==> src/rtl/multi_sonar_ranger.sv <==
// Round-robin ranger for NUM_CH HC-SR04 style sensors: one trigger and one echo-width measurement per fixed slot.
// Latency: echo fall to result_valid is 3 clk (2 sync flops + publish register); timeouts publish at slot end.
// No backpressure: exactly one result per slot, the consumer must take result_valid when it pulses.
module multi_sonar_ranger #(
  parameter int NUM_CH      = 4,
  parameter int WIDTH       = 24,
  parameter int TRIG_PULSE  = 120,
  parameter int SLOT_CYCLES = 750000,
  parameter int NEAR_MIN    = 1,
  parameter int NEAR_MAX    = 14000,
  localparam int CH_W       = (NUM_CH > 1) ? $clog2(NUM_CH) : 1
) (
  input  logic                    clk,
  input  logic                    reset,
  input  logic                    en,
  input  logic [NUM_CH-1:0]       echo,
  output logic [NUM_CH-1:0]       trig,
  output logic                    result_valid,
  output logic [CH_W-1:0]         result_ch,
  output logic [WIDTH-1:0]        result_width,
  output logic                    result_timeout,
  output logic [NUM_CH*WIDTH-1:0] echo_cycles,
  output logic [NUM_CH-1:0]       present
);

  localparam int SLOT_W = $clog2(SLOT_CYCLES + 1);
  localparam int XW     = WIDTH + 32;
  localparam logic [SLOT_W-1:0] SLOT_LAST  = SLOT_W'(SLOT_CYCLES - 1);
  localparam logic [SLOT_W-1:0] TRIG_LAST  = SLOT_W'(TRIG_PULSE - 1);
  localparam logic [XW-1:0]     NEAR_MIN_X = XW'(NEAR_MIN);
  localparam logic [XW-1:0]     NEAR_MAX_X = XW'(NEAR_MAX);
  localparam logic [CH_W-1:0]   LAST_CH    = CH_W'(NUM_CH - 1);

  typedef enum logic [2:0] {IDLE, TRIG, WAIT_RISE, MEASURE, HOLDOFF} state_t;

  state_t             state, state_nxt;
  logic [NUM_CH-1:0]  echo_m, echo_s;
  logic [SLOT_W-1:0]  slot_cnt;
  logic [CH_W-1:0]    active, active_nxt;
  logic [WIDTH-1:0]   width, width_inc, pub_width;
  logic [NUM_CH-1:0]  trig_nxt;
  logic               echo_act, slot_end, pub, pub_to, pub_present;

  assign echo_act  = echo_s[active];
  assign slot_end  = (state != IDLE) && (slot_cnt == SLOT_LAST);
  // Saturate instead of wrapping so a stuck echo reads as "very far", never as a short range.
  assign width_inc = (&width) ? width : width + 1'b1;
  assign pub_present = !pub_to && (XW'(pub_width) >= NEAR_MIN_X) && (XW'(pub_width) <= NEAR_MAX_X);

  // Two-flop synchronizer for the asynchronous echo lines
  always_ff @(posedge clk) begin
    if (reset) begin
      echo_m <= '0;
      echo_s <= '0;
    end else begin
      echo_m <= echo;
      echo_s <= echo_m;
    end
  end

  // State register
  always_ff @(posedge clk) begin
    if (reset) state <= IDLE;
    else       state <= state_nxt;
  end

  // Next state and next active channel; slot end overrides whatever the echo is doing
  always_comb begin
    state_nxt  = state;
    active_nxt = active;
    case (state)
      IDLE:      if (en) state_nxt = TRIG;
      TRIG:      if (slot_cnt == TRIG_LAST) state_nxt = WAIT_RISE;
      WAIT_RISE: if (echo_act) state_nxt = MEASURE;
      MEASURE:   if (!echo_act) state_nxt = HOLDOFF;
      HOLDOFF:   state_nxt = HOLDOFF;
      default:   state_nxt = IDLE;
    endcase
    if (slot_end) begin
      state_nxt  = en ? TRIG : IDLE;
      active_nxt = (!en || active == LAST_CH) ? '0 : active + 1'b1;
    end
  end

  // Publish decision and trigger pattern for the coming cycle
  always_comb begin
    pub       = 1'b0;
    pub_to    = 1'b0;
    pub_width = width;
    trig_nxt  = (state_nxt == TRIG) ? (NUM_CH'(1) << active_nxt) : '0;
    case (state)
      WAIT_RISE: begin
        // A rise seen on the very last cycle cannot be measured inside the slot.
        if (slot_end) begin
          pub       = 1'b1;
          pub_to    = 1'b1;
          pub_width = '0;
        end
      end
      MEASURE: begin
        if (!echo_act) begin
          pub = 1'b1;
        end else if (slot_end) begin
          pub       = 1'b1;
          pub_to    = 1'b1;
          pub_width = width_inc;
        end
      end
      default: pub = 1'b0;
    endcase
  end

  // Slot timing, active channel and echo width counter
  always_ff @(posedge clk) begin
    if (reset) begin
      slot_cnt <= '0;
      active   <= '0;
      width    <= '0;
    end else begin
      slot_cnt <= (slot_end || state == IDLE) ? '0 : slot_cnt + 1'b1;
      active   <= active_nxt;
      case (state)
        TRIG:      width <= '0;
        WAIT_RISE: if (echo_act) width <= WIDTH'(1);
        MEASURE:   if (echo_act) width <= width_inc;
        default:   width <= width;
      endcase
    end
  end

  // Registered trigger and result outputs, per-channel history updated on publish
  always_ff @(posedge clk) begin
    if (reset) begin
      trig           <= '0;
      result_valid   <= 1'b0;
      result_ch      <= '0;
      result_width   <= '0;
      result_timeout <= 1'b0;
      echo_cycles    <= '0;
      present        <= '0;
    end else begin
      trig         <= trig_nxt;
      result_valid <= pub;
      if (pub) begin
        result_ch      <= active;
        result_width   <= pub_width;
        result_timeout <= pub_to;
      end
      for (int c = 0; c < NUM_CH; c++) begin
        if (pub && active == CH_W'(c)) begin
          echo_cycles[c*WIDTH +: WIDTH] <= pub_width;
          present[c]                    <= pub_present;
        end
      end
    end
  end

endmodule

==> config.mk <==
export PLATFORM = sky130hd
export DESIGN_NAME = multi_sonar_ranger
export DESIGN_NICKNAME = d
export VERILOG_FILES = /design/src/rtl/multi_sonar_ranger.sv
export SDC_FILE = /design/constraint.sdc
export NUM_CORES = 1
export LEC_CHECK = 0
export ABC_CLOCK_PERIOD_IN_PS = 3900
export CORE_AREA = 4 4 132 134
export DETAILED_ROUTE_END_ITERATION = 12
export DIE_AREA = 0 0 136 138
export GPL_TIMING_DRIVEN = 0
export PLACE_DENSITY = 0.75
export SLEW_MARGIN = 5
export SYNTH_ARGS = -nofsm -noshare
export SYNTH_HDL_FRONTEND = slang
export SYNTH_SLANG_ARGS = --single-unit
export TNS_END_PERCENT = 1
==> constraint.sdc <==
create_clock -name clk -period 3.9 [get_ports clk]
set_clock_uncertainty 0.15 [all_clocks]
set_input_delay 0.78 -clock clk [delete_from_list [all_inputs] [get_ports clk]]
set_output_delay 0.78 -clock clk [all_outputs]
set_load 0.02 [all_outputs]
==> results by group <==
Job
  • Count of maximum capacitance violations: 0

Yosys
  • XOR/XNOR Fraction of Synth Area: 1.75%
  • Combinational family with the most area after synthesis: simple AND/OR/NAND/NOR gates
  • YS warnings: 0
  • Share of Yosys cell area claimed by the top area cell type: 47.1%
  • Average cell area after synthesis: 8.29 µm²
  • Number of synthesized flops with an enable pin: 0
  • Area fraction in compound gates after synthesis: 20.8%
  • Leading cell types by total area after synthesis: sky130_fd_sc_hd__dfxtp_1 47%, sky130_fd_sc_hd__a211oi_1 9.6%, sky130_fd_sc_hd__nor2_1 9.1%
  • Share of synthesized cell area in and, or, nand and nor gates: 24.7%
  • Count of different cell masters after synthesis: 56
  • Syn nets: 981
  • Total of flip-flops plus latches after synthesis: 189
  • Top_reg_cell synth: sky130_fd_sc_hd__dfxtp_1
  • Proportion of synthesized area in mux cells: 0.530%
  • Number of instances in the synthesized netlist: 968
  • Portion of the post-synthesis area used by sequential elements: 47.1%
  • Post-synth design cell area: 8030 µm²
  • Adder-Cell Fraction of Synth Area: 0.935%
  • Fraction of registers with async set/reset: 0%
  • Library cell with the largest summed area after synthesis: sky130_fd_sc_hd__dfxtp_1

Clocking
  • Skew-Pair Late Insertion Delay: 0.44 ns
  • Clock slew at reported path FFs: 0.07 ns
  • Max Root-Sink Buffers: 2
  • Clock tree sinks: 189
  • CTS tree: done
  • CTS root buf: sky130_fd_sc_hd__clkbuf_16
  • CTS H-tree lvls: 4
  • Inserted Clock Buffers: 17

STA
  • Achievable Freq: 255 MHz
  • Final-layout worst hold slack: 0.292 ns
  • RSZ-0062 raised after global routing: yes
  • Final period util: 100%
  • Final hold violation count: 0
  • Number of failing setup endpoints in the final timing report: 4
  • Number of slew-limit violations in the final report: 0
  • Slew of the pin with the lowest slew margin: 0.822 ns
  • Post-route setup slack: -0.0148 ns
  • Minimum clock period: 3.91 ns
  • Max_slew headroom: 45.1%

Placed design
  • Worst setup slack after placement: -0.294 ns
  • Port bufs: 138
  • Placed cells: 1326
  • Half-perimeter wire length after detailed placement: 18300 µm
  • Final Wtd Congestion: 0.934

Global route
  • Initial antenna violation count: 0
  • Total global-route track usage: 26.5%
  • Total congestion overflow after global routing: 0
  • Via count of the first global-routing pass: 7420
  • First-pass GRT wire length: 40000 µm
  • Pin count of the biggest net entering global routing: 22

Outcome
  • Violated checks: setup timing
  • Status: finished, violations left

Finish
  • Final core utilization: 64.4%
  • Multi-input logic area: 4010 µm²
  • Number of nets at the end of the flow: 1146
  • Proportion of layout cells with a drive suffix above 1: 6.89%
  • Most used cells in the layout excluding fill and tap cells: 195 x sky130_fd_sc_hd__nor2_1, 189 x sky130_fd_sc_hd__dfxtp_1, 138 x sky130_fd_sc_hd__clkdlybuf4s50_1
  • Number of diodes: 0
  • Non-filler instance count after layout: 1366
  • Count of filler cells inserted in the layout: 1410
  • Register cell area after layout: 3780 µm²
  • Layout area overhead: 30.6%
  • Leading cell type in the layout, fill and taps excluded: sky130_fd_sc_hd__nor2_1

Floorplanning
  • Overall die area: 18800 µm²
  • Chip Width: 136 µm
  • DIE HEIGHT: 138 µm
  • Total number of placement rows: 47
  • Number of ports placed on the die boundary: 139
  • Core Footprint: 16300 µm²
  • Initial core utilization: 49.3%

Worst hold path
  • Hold Crit Class: flop to flop

Detailed routing
  • DR WL/cell: 18.5 µm
  • Total iterations of the first detailed-routing run: 5
  • Routed via count divided by cell count: 5.81
  • 1st-iter DRT viols: 751
  • Routed WL: 25200 µm
  • Count of antenna-violating nets left after detailed routing: 0
  • Via count: 7940
  • DRC errors left: 0

Power and ir drop
  • Power density over the cells: 371 nW/µm²
  • Leakage power: 0.00337 µW
  • Power Total: 3890 µW
  • VDD IR-drop max: 0.314 mV

Setup path
  • Required time of the critical path: 4.07 ns
  • Startpoint kind of the worst setup timing path: flop
  • Worst Path Arrival: 4.09 ns
  • Crit end category: flop
  • Critical path class: flop to flop
  • Maximum fanout along the worst path: 8
==> power breakdown <==
group | switching, µW | internal [µW] | total (µW) | leakage (µW)
Combinational | 77.6 | 31.7 | 109 | 0.00153
Sequential | 3.35 | 1930 | 1940 | 0.00152
Clock | 899 | 943 | 1840 | 0.000308
==> registers in the layout, indices dropped and copies added (netlist names) <==
register / count
echo_cycles: 96
result_width: 24
width: 24
slot_cnt: 20
echo_m: 4
echo_s: 4
present: 4
trig: 4
state: 3
active: 2
result_ch: 2
result_timeout: 1
result_valid: 1
==> layout make-up <==
type | instances | area share [%]
multi-input cells | 693 | 38.2
repair buffers | 146 | 13.7
plain buffers | 75 | 2.82
well taps | 220 | 2.63
clock inverters | 15 | 2.05
inverters | 11 | 0.394
clock buffers | 17 | 4.06
flip-flops and latches | 189 | 36.1
==> synth_stat cells (2+ instances only) <==
cell                          n
sky130_fd_sc_hd__xnor2_1      5
sky130_fd_sc_hd__nor2b_1     10
sky130_fd_sc_hd__a31o_2       3
sky130_fd_sc_hd__nand4_1     10
sky130_fd_sc_hd__inv_1       11
sky130_fd_sc_hd__dfxtp_1    189
sky130_fd_sc_hd__nand2b_1     2
sky130_fd_sc_hd__a211oi_1   103
sky130_fd_sc_hd__or3_1        9
sky130_fd_sc_hd__a31oi_1      2
sky130_fd_sc_hd__nand4b_1     4
sky130_fd_sc_hd__ha_1         6
sky130_fd_sc_hd__and2_1       8
sky130_fd_sc_hd__nand3b_1     6
sky130_fd_sc_hd__o21ai_1      5
sky130_fd_sc_hd__nor4_1      11
sky130_fd_sc_hd__and3_1      11
sky130_fd_sc_hd__o21ai_0     47
sky130_fd_sc_hd__xor2_1      11
sky130_fd_sc_hd__or4_4        2
sky130_fd_sc_hd__a21oi_1     59
sky130_fd_sc_hd__nand2_1     65
sky130_fd_sc_hd__a21boi_0     2
sky130_fd_sc_hd__nor3b_1      8
sky130_fd_sc_hd__nand3_1     26
sky130_fd_sc_hd__o21a_1       2
sky130_fd_sc_hd__a211o_1      3
sky130_fd_sc_hd__a21o_1       4
sky130_fd_sc_hd__nor4_4       2
sky130_fd_sc_hd__clkbuf_1    67
sky130_fd_sc_hd__mux2i_1      2
sky130_fd_sc_hd__and4_1       4
sky130_fd_sc_hd__buf_2        7
sky130_fd_sc_hd__nor4b_1      2
sky130_fd_sc_hd__a2111oi_0    2
sky130_fd_sc_hd__a22oi_1      9
sky130_fd_sc_hd__nor2_1     195
sky130_fd_sc_hd__or4_1        8
sky130_fd_sc_hd__nor3_1      29
==> metal layers <==
metal  global-route usage, %  part of all wire [%]  vias to the layer above
met5                       0                     0                        -
li1                        -                     -                     3787
met1                    35.6                    43                     3743
met3                    5.27                   7.1                       50
met4                    9.34                   3.1                        0
met2                    42.3                    47                      360
==> metrics by stage <==
stage	instance area [µm²]	setup TNS, ns
after CTS	10400	0
after floorplan	8030	0
after detailed placement	9680	-1.12
final	10500	-0.0374
after global routing	10500	-1.70
after global placement	9680	-0.931
==> critical path, cell delays in order, from the launching register on <==
cell and delay (ns):
sky130_fd_sc_hd__dfxtp_1 0.35, sky130_fd_sc_hd__or4_1 0.57, sky130_fd_sc_hd__or4_4 0.59, sky130_fd_sc_hd__nor4_4 0.56, sky130_fd_sc_hd__a31oi_1 0.24, sky130_fd_sc_hd__a21oi_4 0.36, sky130_fd_sc_hd__nand2b_1 0.11, sky130_fd_sc_hd__a211o_1 0.34
sky130_fd_sc_hd__o311ai_4 0.27, sky130_fd_sc_hd__buf_4 0.20, sky130_fd_sc_hd__o21ai_1 0.07
==> worst paths after layout <==
path	end	slack (ns)	cells after the start	startpoint
min reg2reg	echo_s[3]	0.29	1	echo_m[3]
min	echo_s[3]	0.29	1	echo_m[3]
max	present[1]	-0.01	10	slot_cnt[10]
max reg2reg	present[1]	-0.01	10	slot_cnt[10]
==> cells by family (layout without fill, tap and decap cells) <==
| logic type | Yosys count | count (layout) |
|---|---|---|
| xor+xnor | 16 | 16 |
| compound gates | 253 | 253 |
| buf+inv | 86 | 264 |
| fa+ha+maj | 6 | 6 |
| simple gates | 415 | 415 |
| flops | 189 | 189 |
| mux | 3 | 3 |
==> timing repair <==
action | CTS | global route
cloned | 0 | 0
pin swaps | 6 | 3
endpoints found under the setup margin | 4 | 57
setup buffers | 3 | 5
hold buffers | 0 | 0
resized for setup | 15 | 14
No activity file was read; power rests on OpenSTA's default activity.
